===== config.mk =====
export PLATFORM = sky130hd
export DESIGN_NAME = alu_cmd_issuer
export DESIGN_NICKNAME = d
export VERILOG_FILES = /design/src/rtl/alu_cmd_issuer.sv
export SDC_FILE = /design/constraint.sdc
export NUM_CORES = 1
export LEC_CHECK = 0
export CAP_MARGIN = 10
export CORE_UTILIZATION = 50
export DETAILED_ROUTE_END_ITERATION = 12
export PLACE_DENSITY_LB_ADDON = 0.05
export SYNTH_ARGS = -nofsm -noshare
export SYNTH_HDL_FRONTEND = slang
export SYNTH_SLANG_ARGS = --single-unit
export TNS_END_PERCENT = 50

===== constraint.sdc =====
create_clock -name clk -period 3.8 [get_ports clk]
set_input_delay 0.76 -clock clk [delete_from_list [all_inputs] [get_ports clk]]
set_output_delay 0.76 -clock clk [all_outputs]
set_load 0.1 [all_outputs]

===== src/rtl/alu_cmd_issuer.sv =====
// alu_cmd_issuer: credit-gated command front end for the 2-stage ALU with in-order tagged responses
module alu_cmd_issuer #(
    parameter int DATA_W    = 16,
    parameter int TAG_W     = 4,
    parameter int RSP_DEPTH = 4,
    parameter int ALU_LAT   = 2
) (
    input  logic                         clk,
    input  logic                         rst_n,
    input  logic                         cmd_valid,
    output logic                         cmd_ready,
    input  logic [DATA_W-1:0]            cmd_a,
    input  logic [DATA_W-1:0]            cmd_b,
    input  logic [2:0]                   cmd_op,
    input  logic [TAG_W-1:0]             cmd_tag,
    output logic [DATA_W-1:0]            alu_operand_a,
    output logic [DATA_W-1:0]            alu_operand_b,
    output logic [2:0]                   alu_op,
    output logic                         alu_valid_in,
    input  logic [DATA_W-1:0]            alu_result,
    input  logic                         alu_valid_out,
    input  logic                         alu_overflow,
    output logic                         rsp_valid,
    input  logic                         rsp_ready,
    output logic [DATA_W-1:0]            rsp_result,
    output logic                         rsp_overflow,
    output logic [TAG_W-1:0]             rsp_tag,
    output logic [$clog2(RSP_DEPTH):0]   inflight,
    output logic                         idle,
    output logic                         err_unexpected
);
    localparam int AW = $clog2(RSP_DEPTH);
    localparam int CW = AW + 1;
    localparam int RW = DATA_W + 1 + TAG_W;

    if (ALU_LAT < 1 || RSP_DEPTH < 2 || (RSP_DEPTH & (RSP_DEPTH - 1)) != 0) begin : g_param_chk
        $error("alu_cmd_issuer: RSP_DEPTH must be a power of 2 >= 2 and ALU_LAT >= 1");
    end

    logic [TAG_W-1:0] tag_q [RSP_DEPTH];
    logic [RW-1:0]    rsp_q [RSP_DEPTH];
    logic [AW-1:0]    tag_wp, tag_rp, rsp_wp, rsp_rp;
    logic [CW-1:0]    rsp_count;
    logic [CW:0]      used;
    logic             acc, ret_ok, pop;

    // every accepted command holds a credit until its response leaves the FIFO
    assign used      = {1'b0, rsp_count} + {1'b0, inflight};
    assign cmd_ready = used < (CW + 1)'(RSP_DEPTH);
    assign acc       = cmd_valid && cmd_ready;
    assign ret_ok    = alu_valid_out && inflight != '0;
    assign rsp_valid = rsp_count != '0;
    assign pop       = rsp_valid && rsp_ready;
    assign idle      = inflight == '0 && rsp_count == '0;
    assign {rsp_result, rsp_overflow, rsp_tag} = rsp_q[rsp_rp];

    always_ff @(posedge clk or negedge rst_n)
        if (!rst_n) begin
            alu_operand_a  <= '0;
            alu_operand_b  <= '0;
            alu_op         <= '0;
            alu_valid_in   <= 1'b0;
            tag_wp         <= '0;
            tag_rp         <= '0;
            rsp_wp         <= '0;
            rsp_rp         <= '0;
            rsp_count      <= '0;
            inflight       <= '0;
            err_unexpected <= 1'b0;
            for (int i = 0; i < RSP_DEPTH; i++) begin
                tag_q[i] <= '0;
                rsp_q[i] <= '0;
            end
        end else begin
            alu_valid_in <= acc;
            if (acc) begin
                alu_operand_a <= cmd_a;
                alu_operand_b <= cmd_b;
                alu_op        <= cmd_op;
                tag_q[tag_wp] <= cmd_tag;
                tag_wp        <= tag_wp + 1'b1;
            end
            if (ret_ok) begin
                rsp_q[rsp_wp] <= {alu_result, alu_overflow, tag_q[tag_rp]};
                rsp_wp        <= rsp_wp + 1'b1;
                tag_rp        <= tag_rp + 1'b1;
            end
            if (pop)
                rsp_rp <= rsp_rp + 1'b1;
            if (alu_valid_out && inflight == '0)
                err_unexpected <= 1'b1;
            inflight  <= inflight + CW'(acc) - CW'(ret_ok);
            rsp_count <= rsp_count + CW'(ret_ok) - CW'(pop);
        end

    always_ff @(posedge clk)
        if (rst_n)
            assert (!(ret_ok && rsp_count == CW'(RSP_DEPTH) && !pop));
endmodule


# Word-level counts from Yosys, hierarchy flattened

Cells that the tools add are included.
W data, S select, Z words.

Input bits: 61
Memory bits (read-only): 0
Output and inout bits: 64
Memories kept: 0
Logic and storage cells: 62
RAM bits: 0
Bits in latches: 0
Register bits after elaboration: 151

Muxes and demuxes: 12
Multipliers: 0
$lt $le $gt $ge: 7
Equality and inequality tests: 0
Div/mod/pow operators: 0
Reduce and logical (&&, ||, !) cells: 11
Shift-type cells: 0
Bitwise gates (word level): 4
Add/subtract/negate cells: 9

Operators by type and width:

| operator              | number |
|---|---|
| $bwmux W84            | 1 |
| $mux W21              | 3 |
| $bmux W21 S2          | 1 |
| $demux W21 S2         | 1 |
| $bwmux W16            | 1 |
| $ge A3 B3 Y1 const B  | 4 |
| $mux W4               | 3 |
| $not A2 Y3            | 4 |
| $add A2 B1 Y2 const B | 4 |
| $bmux W4 S2           | 1 |
| $demux W4 S2          | 1 |
| $logic_and A1 B1 Y1   | 7 |
| $add A3 B1 Y3         | 2 |
| $logic_not A3 Y1      | 2 |
| $lt A3 B1 Y1 const B  | 2 |
| $reduce_bool A3 Y1    | 2 |
| $sub A3 B1 Y3         | 2 |
| $add A3 B3 Y4         | 1 |
| $lt A4 B3 Y1 const B  | 1 |

# Depth between registers and ports, before layout

Gate-level depths: netlist (run 1).

Word-level depth: 6
Gate-level depth with buffers: 12
Gate-level depth less buffers: 10

# Worst setup path before layout (run 1)

No wires, ideal clock.

Path kind: reg-to-output
Start point: register inflight[1]
End point: output cmd_ready
Cell stages (with the launch flop): 4
Path buffers: 0
Slack: -1.660 ns
Data required time: 3.040 ns
Data arrival time: 4.700 ns
Cell sequence: dfrtp_1 -> ha_1 -> nand3_1 -> nor4b_1

Word-level cells in the longest chain between the ends: 2

RTL lines:

| element                | RTL line | RTL |
|---|---|---|
| start, declared        | 28       | `output logic [$clog2(RSP_DEPTH):0] inflight,` |
| start signal, assigned | 92       | `inflight <= inflight + CW'(acc) - CW'(ret_ok);` |
| $add A3 B3 Y4          | 48       | `assign used = {1'b0, rsp_count} + {1'b0, inflight};` |
| $lt A4 B3 Y1           | 49       | `assign cmd_ready = used < (CW + 1)'(RSP_DEPTH);` |
| end, declared          | 11       | `output logic cmd_ready,` |

Every way passes these cells.

# Worst setup path in the final report (run 1)

Start point: register rsp_count[1]
End point: output rsp_valid

Word-level cells in the longest chain between the ends: 1

RTL lines:

| element                | RTL line | RTL |
|---|---|---|
| start, declared        | 43       | `logic [CW-1:0] rsp_count;` |
| start signal, assigned | 93       | `rsp_count <= rsp_count + CW'(ret_ok) - CW'(pop);` |
| $reduce_bool A3 Y1     | 52       | `assign rsp_valid = rsp_count != '0;` |
| end, declared          | 23       | `output logic rsp_valid,` |

Every way passes these cells.

==> results of run 1 <==
## worst reg2reg max path, cell delays in order (launching register included)
cell and delay [ns]:
dfrtp_1 0.45, ha_1 0.38, nor4b_4 0.41, nand2_2 0.10
ha_1 0.29, inv_1 0.05, ha_1 0.13, inv_1 0.05
fa_1 0.37, xnor2_1 0.15, xnor2_1 0.13
## registers in the layout, summed over array words and instances (netlist names)
| signal | flops |
|---|---|
| rsp_count | 3 |
| alu_operand_b | 16 |
| rsp_rp | 2 |
| rsp_wp | 2 |
| alu_op | 3 |
| tag_q | 16 |
| tag_wp | 2 |
| alu_operand_a | 16 |
| err_unexpected | 1 |
| alu_valid_in | 1 |
| inflight | 3 |
| tag_rp | 2 |
| rsp_q | 84 |
## metal layers
metal / global-route usage [%] / vias to the layer above
met2: 33.25 / 78
li1: - / 1680
met4: 5.897 / 0
met1: 24.99 / 1904
met3: 7.165 / 7
met5: 0 / -
## cell type report
type,count,area share [%]
Sequential cell,151,44.69
Multi-Input combinational cell,209,30.43
Timing Repair Buffer,132,14.87
Clock buffer,23,5.772
Tap cell,172,2.546
Clock inverter,9,1.154
Inverter,12,0.5328
## how the worst max path moves through the flow
stage / cells after the start / endpoint / slack [ns]
detailed placement: 9 / inflight[2] / 0.84
finish: 2 / rsp_valid / 0.76
floorplan: 3 / cmd_ready / -0.26
global route: 2 / rsp_valid / 0.69
global placement: 9 / inflight[2] / 0.89
CTS: 2 / rsp_valid / 0.73
## per-stage QoR
step	TNS, ns	setup slack (ns)	std cells	area, µm²
2_1_floorplan	-0.2576	-0.2576	391	6515
3_3_place_gp	0	0.8895	676	7869
3_5_place_dp	0	0.8416	676	7869
4_1_cts	0	0.7341	708	8454
5_1_grt	0	0.6854	708	8454
6_report	0	0.7583	708	8454
## cells in the mapped netlist
cell	instances	area (µm²)
buf_6	2	22.52
mux4_2	25	563.0
ha_1	14	175.2
buf_4	6	45.04
nand2_2	1	6.260
mux2_4	7	105.1
xnor2_1	7	61.31
and2_1	1	6.260
o21ai_0	1	5.000
mux2_2	129	1453
fa_1	2	40.04
nand3_1	6	30.03
or3_1	1	6.260
buf_2	8	40.04
nor3_1	1	5.000
inv_1	12	45.04
o31a_1	1	8.760
nor4b_1	1	8.760
nand2_1	6	22.52
nor4_1	1	6.260
dfrtp_1	151	3779
a21o_1	1	7.510
clkbuf_1	1	3.750
xor2_1	3	26.28
buf_1	2	7.510
nor4b_4	1	23.77
## cell families after synthesis
| logic type | Yosys count | synth area share (%) |
|---|---|---|
| fa+ha+maj | 16 | 3.310 |
| buf+inv | 31 | 2.521 |
| compound gates | 3 | 0.3271 |
| flops | 151 | 58.11 |
| simple gates | 19 | 1.770 |
| xor+xnor | 10 | 1.347 |
| mux | 161 | 32.61 |
==> summary.txt, run 1 <==
Worst setup path
  • Crit Path Class: reg2out
  • Slowest-stage cell, CP: clkdlybuf4s50_1
  • Crit path capture type: output pin
  • R2R depth: 10
  • Worst EP arrival: 2.28 ns
  • Worst path cell trace: or3_1 > clkdlybuf4s50_1
  • Critical R2R Launch: inflight[2]
  • CP startpoint: rsp_count[1]
  • Critical Path RT: 3.04 ns
  • Top delay family on crit path: buffers and inverters
  • R2R setup slack: 1.18 ns
  • Worst-path fanout max: 4
  • Worst path bufs/invs: 1
  • Worst flop-to-flop path endpoint: inflight[2]
  • Largest stage delay, worst path: 1.01 ns
  • CP Launch Type: flop

Global route
  • GRT overflow: 0
  • Initial antenna violation count: 0
  • Global-route wire length before repair: 20110 µm
  • Number of global-route vias before repair: 3956
  • Largest net degree at the start of global routing: 88
  • Gr usage total: 20.12%

Floorplan
  • Die Ht: 116.0 µm
  • Starting Density: 51.32%
  • I/O pin cnt: 125
  • Row count: 41
  • Core area: 12670 µm²
  • Die Wd: 116.0 µm
  • Die area: 13470 µm²

Clocking
  • # Post-CTS Setup Buffers: 0
  • Worst skew pair latency: 0.41 ns
  • Post_cts resized: 0
  • H-tree levels: 4
  • Root Buffer: clkbuf_16
  • Hold_buf cts: 0
  • CTS tree: done
  • Cts bufs inserted: 17
  • Clock-pin transition on the worst setup and hold timing paths: 0.06 ns
  • CTS max path bufs: 2
  • CTS sink count: 151

Detailed routing
  • Total Wirelength: 12250 µm
  • Initial DRT Pass Iterations: 4
  • WL per Instance: 17.31 µm
  • Met2 routed WL: 6381 µm
  • Starting DRT DRC Count: 153
  • Routed met3 length: 605 µm
  • WL met1: 5186 µm
  • Top Metal Used: met4
  • DRC viols: 0
  • Antenna Nets Post-Route: 0
  • Vias: 3669
  • Drt via density: 5.182

Layout
  • Area grow syn2layout: 30.02%
  • Antenna diodes: 0
  • Most frequent cells in the layout: 151 x dfrtp_1, 129 x mux2_2, 100 x clkdlybuf4s50_1, 30 x buf_4, 25 x mux4_2
  • FF/Latch Area: 3779 µm²
  • Fillers: 936
  • Final #Nets: 600
  • Area occupied by multi-input gates: 2572 µm²
  • Commonest non-fill, non-tap cell in the layout: dfrtp_1
  • Share of post-route cells with drive strength above 1: 42.35%
  • Fin util: 66.72%

Timing
  • Min cycle time layout: 3.042 ns
  • RSZ-0062 raised after global routing: false
  • Final setup skew: 0.006132 ns
  • Worst hold slack: 0.4111 ns
  • Relative slew slack: 31.45%
  • Max Freq: 328.8 MHz
  • Final Hold Fails: 0
  • Count of final setup violators: 0
  • Fin. max-slew vios: 0
  • Crit share post-route: 80.04%
  • Worst Tran Pin Value: 1.025 ns

Run
  • Max-Cap Viols: 0

Place
  • GPL Wtd Cong: 0.7074
  • I/O Buffers: 124
  • HPWL after DPL: 8176 µm

Synthesis
  • Synth cell types: 26
  • Yosys warning total: 0
  • Cell area after synthesis: 6502 µm²
  • Sequential element share of the synthesized area: 58.11%
  • Synth Instances: 391
  • Mean Syn Cell Area: 16.63 µm²
  • Synth Register Bits: 151
  • Synthesized Nets: 468

Status
  • Status: completed

Hold path
  • Hold Crit Class: in2async
Power of run 1 is not shown: default switching activity piles up to over one toggle a cycle in this logic, so the estimate is an artifact.
==> inputs of run 2 (changes only) <==
Settings changed: CORE_UTILIZATION 50 to 47.
Clock period 3.8 ns to 2.76 ns, I/O delays scaled along.
==> summary.txt, run 2 (same netlist as run 1, synthesis figures left out) <==
Floorplan
  • Starting Density: 48.72% (-2.6 points)
  • Row count: 42 (+2.4%)
  • Die area: 14310 µm² (+6.3%)
  • Die Ht: 119.6 µm (+3.1%)
  • I/O pin cnt: 125 (unchanged)
  • Core area: 13350 µm² (+5.3%)
  • Die Wd: 119.6 µm (+3.1%)

Layout
  • Antenna diodes: 0 (unchanged)
  • Area grow syn2layout: 36.06%
  • Most frequent cells in the layout: 148 x dfrtp_1, 129 x mux2_2, 59 x clkdlybuf4s50_1, 49 x buf_4, 27 x buf_12
  • Share of post-route cells with drive strength above 1: 52.59% (+10 points)
  • Fillers: 976 (+4.3%)
  • Fin util: 66.28% (-0.44 points)
  • Max reg flops: 84 (unchanged)
  • Largest Register: rsp_q
  • Final #Nets: 604 (+0.67%)
  • Commonest non-fill, non-tap cell in the layout: dfrtp_1

Clocking
  • CTS tree: done
  • Clock-pin transition on the worst setup and hold timing paths: 0.06 ns (about the same)
  • Worst skew pair latency: 0.42 ns (about the same)
  • CTS sink count: 151 (unchanged)
  • Post_cts resized: 0 (unchanged)
  • Cts bufs inserted: 17 (unchanged)
  • # Post-CTS Setup Buffers: 0 (unchanged)
  • Root Buffer: clkbuf_16
  • CTS max path bufs: 2 (unchanged)
  • Hold_buf cts: 0 (unchanged)
  • H-tree levels: 4 (unchanged)

Detailed routing
  • Total Wirelength: 12320 µm (+0.52%)
  • Drt via density: 5.228 (+0.88%)
  • WL per Instance: 17.20 µm (-0.60%)
  • Initial DRT Pass Iterations: 4 (unchanged)
  • Antenna Nets Post-Route: 0 (unchanged)
  • Vias: 3743 (+2.0%)
  • DRC viols: 0 (unchanged)
  • Starting DRT DRC Count: 143 (-6.5%)

Worst setup path
  • Slowest-stage cell, CP: mux4_2
  • Worst path cell trace: buf_12 > mux4_2 > buf_12
  • Top delay family on crit path: multiplexers
  • Most used cell, CP: buf_12
  • CP Launch Type: flop
  • Worst path bufs/invs: 2 (+1)
  • Crit Path Class: reg2out
  • Largest stage delay, worst path: 0.58 ns (-0.43 ns)
  • Crit path capture type: output pin
  • Critical Path RT: 2.21 ns (-0.83 ns)
  • Worst EP arrival: 1.98 ns (-0.30 ns)
  • Worst-path fanout max: 19 (+15)

Global route
  • Global-route wire length before repair: 20470 µm (+1.8%)
  • Gr usage total: 18.95% (-1.2 points)
  • GRT overflow: 0 (unchanged)
  • Met3 usage: 5.703% (-1.5 points)
  • Met1 Track Usage GR: 23.39% (-1.6 points)
  • Number of global-route vias before repair: 4084 (+3.2%)
  • Most used routing layer: met2
  • Largest net degree at the start of global routing: 68 (-23%)
  • Global Route met2 Usage: 31.36% (-1.9 points)
  • Initial antenna violation count: 0 (unchanged)

Timing
  • Final setup skew: 0.006328 ns (+0.0001962 ns)
  • TNS Setup: 0 ns (unchanged)
  • Final Hold Fails: 0 (unchanged)
  • RSZ-0062 raised after global routing: false
  • Count of final setup violators: 0 (unchanged)
  • Crit share post-route: 91.65%
  • Fin. max-slew vios: 0 (unchanged)
  • Worst Tran Pin Value: 0.6327 ns (-0.3924 ns)
  • Min cycle time layout: 2.529 ns
  • Relative slew slack: 57.82% (+26 points)
  • Max Freq: 395.3 MHz

Place
  • GPL Wtd Cong: 0.7058 (-0.23%)
  • I/O Buffers: 124 (unchanged)
  • HPWL after DPL: 8119 µm (-0.70%)

Status
  • Status: completed

Hold path
  • Hold Crit Class: in2async

Run
  • Max-Cap Viols: 0 (unchanged)
-- run 2: area by class of cell --
cell class / instances / area (µm²) / share of cell area [%]
Multi-Input combinational cell: 209 / 2639 / 29.83
Sequential cell: 151 / 3787 / 42.81
Clock inverter: 13 / 202.7 / 2.291
Clock buffer: 19 / 442.9 / 5.006
Timing Repair Buffer: 136 / 1510 / 17.07
Tap cell: 176 / 220.2 / 2.489
Inverter: 12 / 45.04 / 0.5091
-- run 2: worst paths after layout --
path,start,to,slack (ns),cells past startpoint
max,rsp_rp[0],rsp_result[12],0.23,3
min,rst_n,rsp_q[8],0.13,1
max reg2reg,inflight[1],inflight[2],0.35,10
min reg2reg,err_unexpected,err_unexpected,0.48,1
max in group asynchronous,rst_n,rsp_q[51],1.89,2
min in group clk,err_unexpected,err_unexpected,0.48,1
-- run 2: worst reg2reg max path: stages, from the launching register on --
cell	delay, ns
dfrtp_4	0.54
ha_1	0.30
nor4b_4	0.29
nand2_2	0.11
ha_4	0.23
inv_2	0.06
ha_4	0.12
inv_2	0.03
fa_2	0.36
xnor2_2	0.15
xnor2_1	0.12
-- run 2: metrics by stage --
step / std cells / area (µm²) / hold slack, ns / worst slack, ns
floorplan: 391 / 6594 / 0.2564 / -0.08466
global placement: 684 / 8202 / 0.4468 / 0.2600
detailed placement: 684 / 8202 / 0.4543 / 0.1976
CTS: 716 / 8847 / 0.1486 / 0.1643
global route: 716 / 8847 / 0.1783 / 0.1284
finish: 716 / 8847 / 0.1350 / 0.2305
-- run 2: metal layers --
metal  part of all wire, %  vias to the layer above
met2                    50                       97
li1                      -                     1695
met1                    43                     1936
met3                   5.2                       15
met4                   1.3                        0
met5                     0                        -
Power of run 2 is left out for the same reason.
